## config.mk

```make
export PLATFORM = sky130hd
export DESIGN_NAME = mac_fp32_cvt_sched
export DESIGN_NICKNAME = d
export VERILOG_FILES = /design/src/rtl/mac_pkg.sv /design/src/rtl/mac_rr_arbiter.sv /design/src/rtl/mac_fp32_cvt_sched.sv
export SDC_FILE = /design/constraint.sdc
export NUM_CORES = 1
export LEC_CHECK = 0
export ABC_AREA = 1
export BUFFER_PORTS_ARGS = -buffer_cell sky130_fd_sc_hd__buf_2
export CORE_AREA = 4 4 111 113
export DETAILED_ROUTE_END_ITERATION = 8
export DIE_AREA = 0 0 115 117
export GPL_TIMING_DRIVEN = 0
export REMOVE_ABC_BUFFERS = 1
export SYNTH_ARGS = -nofsm -noshare
export SYNTH_HDL_FRONTEND = slang
export SYNTH_SLANG_ARGS = --single-unit
```

## constraint.sdc

```tcl
create_clock -name i_clk -period 2.5 [get_ports i_clk]
set_input_delay 0.125 -clock i_clk [delete_from_list [all_inputs] [get_ports i_clk]]
set_output_delay 0.125 -clock i_clk [all_outputs]
set_load 0.05 [all_outputs]
```

## src/rtl/mac_pkg.sv

```systemverilog
// Shared MAC datatypes and the converter scheduler state encoding.
package mac_pkg;

    localparam int MAC_W_DATATYPE = 3;

    localparam logic [MAC_W_DATATYPE-1:0] MAC_DATATYPE_I9   = 3'd0;
    localparam logic [MAC_W_DATATYPE-1:0] MAC_DATATYPE_I4   = 3'd1;
    localparam logic [MAC_W_DATATYPE-1:0] MAC_DATATYPE_FP16 = 3'd2;
    localparam logic [MAC_W_DATATYPE-1:0] MAC_DATATYPE_BF16 = 3'd3;
    localparam logic [MAC_W_DATATYPE-1:0] MAC_DATATYPE_FP8  = 3'd4;

    typedef enum logic [0:0] {
        MAC_CVT_RUN   = 1'b0,
        MAC_CVT_DRAIN = 1'b1
    } mac_cvt_state_e;

endpackage

```

## src/rtl/mac_rr_arbiter.sv

```systemverilog
// Round-robin arbiter: one-hot grant in the same cycle, search starts at the
// pointer, which moves past the granted requester.
module mac_rr_arbiter #(
    parameter int N = 4
) (
    input  logic         i_clk,
    input  logic         i_rst,
    input  logic [N-1:0] i_req,
    input  logic         i_en,
    output logic [N-1:0] o_gnt
);

    localparam int PW  = (N > 1) ? $clog2(N) : 1;
    localparam int PW1 = PW + 1;

    logic [PW-1:0] ptr_r;
    logic [PW-1:0] ptr_nxt_s;
    logic [N-1:0]  gnt_s;
    logic [PW:0]   idx_s;
    logic          found_s;

    // First requester at or after the pointer, wrapping modulo N
    always_comb begin
        gnt_s     = '0;
        found_s   = 1'b0;
        ptr_nxt_s = ptr_r;
        idx_s     = '0;
        for (int i = 0; i < N; i++) begin
            idx_s = {1'b0, ptr_r} + PW1'(i);
            if (idx_s >= PW1'(N)) begin
                idx_s = idx_s - PW1'(N);
            end else begin
                idx_s = idx_s;
            end
            if (!found_s && i_en && i_req[idx_s[PW-1:0]]) begin
                found_s                = 1'b1;
                gnt_s[idx_s[PW-1:0]]   = 1'b1;
                ptr_nxt_s              = (idx_s[PW-1:0] == PW'(N - 1)) ? '0
                                                                       : idx_s[PW-1:0] + PW'(1);
            end else begin
                found_s = found_s;
            end
        end
    end

    // Pointer register; unchanged when nothing is granted
    always_ff @(posedge i_clk or posedge i_rst) begin
        if (i_rst) begin
            ptr_r <= '0;
        end else begin
            ptr_r <= ptr_nxt_s;
        end
    end

    assign o_gnt = gnt_s;

endmodule

```

## src/rtl/mac_fp32_cvt_sched.sv

```systemverilog
// Shares one FP32 converter among N_REQ MAC lanes with valid/tag tracking and
// drain-before-reconfigure. Optional counters: define MAC_CVT_SCHED_PERF_EN.
module mac_fp32_cvt_sched
    import mac_pkg::*;
#(
    parameter int N_REQ   = 4,
    parameter int W_I_EXP = 6,
    parameter int W_I_INT = 34,
    parameter int STAGE   = 2
) (
    input  logic                                i_clk,
    input  logic                                i_rst,
    input  logic                                i_cfg_valid,
    input  logic [MAC_W_DATATYPE-1:0]           i_cfg_ifm_datatype,
    input  logic [MAC_W_DATATYPE-1:0]           i_cfg_wfm_datatype,
    output logic                                o_cfg_ready,
    input  logic [N_REQ-1:0]                    i_req_valid,
    input  logic [N_REQ-1:0][W_I_EXP-1:0]       i_req_exp,
    input  logic [N_REQ-1:0][W_I_INT-1:0]       i_req_intdata,
    output logic [N_REQ-1:0]                    o_req_ready,
    output logic [MAC_W_DATATYPE-1:0]           o_cvt_ifm_datatype,
    output logic [MAC_W_DATATYPE-1:0]           o_cvt_wfm_datatype,
    output logic [W_I_EXP-1:0]                  o_cvt_exp,
    output logic [W_I_INT-1:0]                  o_cvt_intdata,
    output logic [STAGE-1:0]                    o_cvt_pipe_en,
    input  logic [31:0]                         i_cvt_data,
    output logic                                o_valid,
    output logic [31:0]                         o_data,
    output logic [$clog2(N_REQ)-1:0]            o_id,
    input  logic                                i_ready,
    output logic                                o_busy
`ifdef MAC_CVT_SCHED_PERF_EN
    ,
    output logic [31:0]                         o_perf_conv,
    output logic [31:0]                         o_perf_stall
`endif
);

    localparam int ID_W = $clog2(N_REQ);

    logic [STAGE-1:0]           v_r;
    logic [STAGE-1:0][ID_W-1:0] id_r;
    logic [STAGE-1:0]           adv_s;
    logic [STAGE-1:0]           pipe_en_s;
    mac_cvt_state_e             state_r;
    mac_cvt_state_e             state_nxt_s;
    logic [MAC_W_DATATYPE-1:0]  ifm_r;
    logic [MAC_W_DATATYPE-1:0]  wfm_r;
    logic [N_REQ-1:0]           gnt_s;
    logic                       gnt_any_s;
    logic                       arb_en_s;
    logic                       cfg_acc_s;
    logic [ID_W-1:0]            gnt_id_s;
    logic [W_I_EXP-1:0]         exp_mux_s;
    logic [W_I_INT-1:0]         int_mux_s;

    // Grants are withheld while reset is asserted so o_req_ready drops at once
    assign arb_en_s  = (state_r == MAC_CVT_RUN) & ~i_cfg_valid & adv_s[0] & ~i_rst;
    assign gnt_any_s = |gnt_s;

    mac_rr_arbiter #(
        .N (N_REQ)
    ) u_arb (
        .i_clk (i_clk),
        .i_rst (i_rst),
        .i_req (i_req_valid),
        .i_en  (arb_en_s),
        .o_gnt (gnt_s)
    );

    // Backpressure chain: a stage may advance if empty or its successor advances
    always_comb begin
        adv_s            = '0;
        adv_s[STAGE-1]   = ~v_r[STAGE-1] | i_ready;
        for (int k = STAGE - 2; k >= 0; k--) begin
            adv_s[k] = ~v_r[k] | adv_s[k+1];
        end
    end

    // Stage enables handed to the converter
    always_comb begin
        pipe_en_s    = '0;
        pipe_en_s[0] = gnt_any_s & adv_s[0];
        for (int k = 1; k < STAGE; k++) begin
            pipe_en_s[k] = v_r[k-1] & adv_s[k];
        end
    end

    // One-hot grant to lane index and AND-OR operand mux
    always_comb begin
        gnt_id_s  = '0;
        exp_mux_s = '0;
        int_mux_s = '0;
        for (int i = 0; i < N_REQ; i++) begin
            gnt_id_s  = gnt_id_s  | (ID_W'(i) & {ID_W{gnt_s[i]}});
            exp_mux_s = exp_mux_s | (i_req_exp[i] & {W_I_EXP{gnt_s[i]}});
            int_mux_s = int_mux_s | (i_req_intdata[i] & {W_I_INT{gnt_s[i]}});
        end
    end

    // RUN/DRAIN next state; config is taken only once every stage is empty
    always_comb begin
        state_nxt_s = state_r;
        cfg_acc_s   = 1'b0;
        case (state_r)
            MAC_CVT_RUN: begin
                if (i_cfg_valid) begin
                    state_nxt_s = MAC_CVT_DRAIN;
                end else begin
                    state_nxt_s = MAC_CVT_RUN;
                end
            end
            MAC_CVT_DRAIN: begin
                if (v_r == '0) begin
                    cfg_acc_s   = 1'b1;
                    state_nxt_s = MAC_CVT_RUN;
                end else begin
                    state_nxt_s = MAC_CVT_DRAIN;
                end
            end
            default: begin
                state_nxt_s = MAC_CVT_RUN;
            end
        endcase
    end

    // FSM state and latched datatype configuration
    always_ff @(posedge i_clk or posedge i_rst) begin
        if (i_rst) begin
            state_r <= MAC_CVT_RUN;
            ifm_r   <= MAC_DATATYPE_I9;
            wfm_r   <= MAC_DATATYPE_I9;
        end else begin
            state_r <= state_nxt_s;
            if (cfg_acc_s) begin
                ifm_r <= i_cfg_ifm_datatype;
                wfm_r <= i_cfg_wfm_datatype;
            end
        end
    end

    // Valid bits and lane tags shadowing the converter pipeline
    always_ff @(posedge i_clk or posedge i_rst) begin
        if (i_rst) begin
            v_r  <= '0;
            id_r <= '0;
        end else begin
            if (adv_s[0]) begin
                v_r[0]  <= gnt_any_s;
                id_r[0] <= gnt_id_s;
            end
            for (int k = 1; k < STAGE; k++) begin
                if (adv_s[k]) begin
                    v_r[k]  <= v_r[k-1];
                    id_r[k] <= id_r[k-1];
                end
            end
        end
    end

`ifdef MAC_CVT_SCHED_PERF_EN
    logic [31:0] perf_conv_r;
    logic [31:0] perf_stall_r;

    // Completed conversions and lost-arbitration cycles, cleared by a new config
    always_ff @(posedge i_clk or posedge i_rst) begin
        if (i_rst) begin
            perf_conv_r  <= 32'd0;
            perf_stall_r <= 32'd0;
        end else if (cfg_acc_s) begin
            perf_conv_r  <= 32'd0;
            perf_stall_r <= 32'd0;
        end else begin
            if (v_r[STAGE-1] && i_ready) begin
                perf_conv_r <= perf_conv_r + 32'd1;
            end
            if ((|i_req_valid) && !gnt_any_s) begin
                perf_stall_r <= perf_stall_r + 32'd1;
            end
        end
    end

    assign o_perf_conv  = perf_conv_r;
    assign o_perf_stall = perf_stall_r;
`endif

    assign o_cfg_ready        = cfg_acc_s;
    assign o_req_ready        = gnt_s;
    assign o_cvt_ifm_datatype = ifm_r;
    assign o_cvt_wfm_datatype = wfm_r;
    assign o_cvt_exp          = exp_mux_s;
    assign o_cvt_intdata      = int_mux_s;
    assign o_cvt_pipe_en      = pipe_en_s;
    assign o_valid            = v_r[STAGE-1];
    assign o_id               = id_r[STAGE-1];
    assign o_data             = i_cvt_data;
    assign o_busy             = (|v_r) | (state_r == MAC_CVT_DRAIN);

endmodule

```

==> results.tsv <==
metric	value	unit
outcome	finished, violations left	
failing checks	negative setup slack	
GRT overflow	0	
Post-Syn Area	2920	µm²
Worst Hold Path Cells	3	
RR Endpoint	v_r[0]	
die width	115	µm
Cell Count, Final, Fillers Out	962	
initial antenna violation count	0	
final setup vio count	42	
Rel. slew slack	54.4	%
Pleak	3.41	nW
Routed Antenna Nets	0	
worst-path maximum fanout	6	
1st-iter DRT viols	234	
CTS HTree Levels	1	
max_cap viols	0	
average instance area after synthesis	5.18	µm²
r2r setup slk	0.24	ns
Final Cycle Share	110	%
share of the synthesized area in the top cell type	39.6	%
Seq/Total Area, Yosys	12.8	%
hold endpoint	o_cvt_wfm_datatype[0]	
die height	117	µm
Rows	39	
VDD IR-drop max	741	µV
Synth area leaders	nand2_1 (40%), dfrtp_1 (13%), inv_1 (12%)	
I/O pins	295	
# clock sinks	15	
setup TNS	-7.68	ns
drt wl/cell	18.0	µm
post-synth top area cell	nand2_1	
wire length of the first global-routing pass	23700	µm
pwr/cell area	897	nW/µm²
P&R area growth vs syn	93.1	%
clk buf depth	2	
CP Class	flop to output port	
CTS Buf Count	3	
vias in the first global route	4054	
core area	11300	µm²
routed vias/inst	4.51	
crit path time final	2.75	ns
top-count cell post-synth	nand2_1	
synth unique cells	23	
actual slew at the worst max-slew pin	0.682	ns
insertion delay to the later sink of the worst-skew pair	0.25	ns
Setup WS post-layout	-0.249	ns
Seq cells post-synth	15	
Reg-to-Reg Start	u_arb.ptr_r[0]	
worst reg2reg path depth	16	
largest net degree at the start of global routing	17	
Post-Route WL	17300	µm
Nets	1031	
Syn Inst Count	564	
CTS clk-pin slew, worst paths	0.05	ns
Die ar.	13500	µm²
Slew Viols, Final	0	
Fmax	364	MHz
asr flop ratio synth	100	%
routability cong.	0.761	
vias	4335	
Post-Place Cells	885	
DRC Markers	0	
Synth Warn #	0	
IO Port Bufs	230	
clock skew	0.00264	ns
hpwl dp	9060	µm
Critical Path AT	2.62	ns
clk root buf	clkbuf_16	
RSZ-0062 raised after global routing	true	
initial core utilization	25.8	%
CTS tree	yes	
total track usage	23.6	%
Crit path required time	2.38	ns
Hold Crit Start	i_cfg_wfm_datatype[0]	
most frequent cells after synthesis	nand2_1 (308), inv_1 (93), buf_4 (42)	
final hold slack	0.0733	ns
Top FF cell, synth	dfrtp_1	
Final Hold Fails	0	
Worst Setup End Kind	output port	
DR pass1 iterations	5	
share of layout cells above drive strength 1	54.9	%
number of synthesized flops with an enable pin	0	
startpoint types	flop	
hold crit path type	primary input to flop	
Antenna Cells	0	
==> layout make-up <==
type	instances	area [µm²]
Timing Repair Buffer	280	2120
Fill cell	1184	5680
Multi-Input combinational cell	424	2490
Clock inverter	1	5.00
Tap cell	143	179
Clock buffer	3	75.1
Inverter	96	387
Sequential cell	15	378
==> report_power, final <==
| part | leakage, nW | switching [mW] | total, mW | internal (mW) |
|---|---|---|---|---|
| clock network | 0.0409 | 0.0985 | 0.312 | 0.214 |
| logic | 3.18 | 2.75 | 4.33 | 1.58 |
| registers | 0.189 | 0.0691 | 0.419 | 0.350 |
==> per-layer routing <==
metal,track usage [%],up-vias,part of all wire [%]
li1,-,2169,-
met4,2.74,0,1.1
met3,8.17,14,10
met2,39.2,221,49
met1,30.4,1931,40
met5,1.85,-,0
==> critical path: stages (launching register included) <==
cell,delay [ns]
dfrtp_2,0.44
inv_4,0.09
ha_4,0.21
inv_2,0.07
nand3_2,0.09
nand2_4,0.10
inv_4,0.05
nor2_4,0.25
buf_6,0.17
nand3_4,0.13
buf_12,0.18
nand3_4,0.17
nand2_1,0.08
nand2_1,0.09
inv_1,0.04
nand2_1,0.06
buf_6,0.16
==> cells by family after synthesis <==
group | synth area share, %
simple gates | 57.1
fa+ha+maj | 2.14
flops | 12.8
buf+inv | 27.0
compound gates | 0.942
==> stage by stage <==
step	power (mW)	setup WS, ns	util [%]	instance area, µm²
6_report	5.06	-0.249	49.8	5640
3_5_place_dp	3.25	-1.11	33.8	3820
3_3_place_gp	3.25	-1.16	33.8	3820
2_1_floorplan	2.53	-0.668	-	2490
5_1_grt	5.34	-0.329	49.8	5640
4_1_cts	4.77	-0.163	47.3	5360
==> flip-flops by register name (all words and copies together) (netlist names) <==
signal / flops
o_id: 2
state_r: 1
u_arb.ptr_r: 2
o_cvt_ifm_datatype: 3
id_r: 2
o_cvt_wfm_datatype: 3
v_r: 2
==> how the worst max path moves through the flow <==
stage	start	endpoint	slack, ns	cells past startpoint
6_report	u_arb.ptr_r[0]	o_cvt_intdata[14]	-0.25	16
5_1_grt	u_arb.ptr_r[0]	o_cvt_intdata[11]	-0.33	15
4_1_cts	u_arb.ptr_r[0]	o_cvt_intdata[1]	-0.16	16
3_5_place_dp	u_arb.ptr_r[0]	o_cvt_pipe_en[0]	-1.11	13
3_3_place_gp	u_arb.ptr_r[0]	o_cvt_pipe_en[0]	-1.16	13
2_1_floorplan	u_arb.ptr_r[0]	o_cvt_pipe_en[0]	-0.67	12
==> what timing repair did <==
item / 4_1_cts / 5_1_grt
endpoints found under the setup margin: 48 / 45
pin swaps: 50 / 56
endpoints found under the hold margin: 15 / 15
cloned: 22 / 1
setup buffers: 42 / 8
gates resized for setup: 181 / 81
==> placed cells by master (no fill, tap or decap), types with 2 or more instances in the layout <==
master	n
nand3_2	7
nand2_2	91
o21ai_0	3
nor2_1	11
buf_4	22
clkbuf_16	3
nand2_4	6
nand3_4	33
clkinvlp_4	5
nand2_1	244
nor2_2	2
buf_6	38
nand4_1	4
ha_1	4
buf_8	17
inv_2	11
dfrtp_1	13
inv_4	3
buf_2	185
inv_1	76
buf_12	17
nor2_4	4
nand3_1	8
dfrtp_2	2
(Power assumes the default switching activity.)
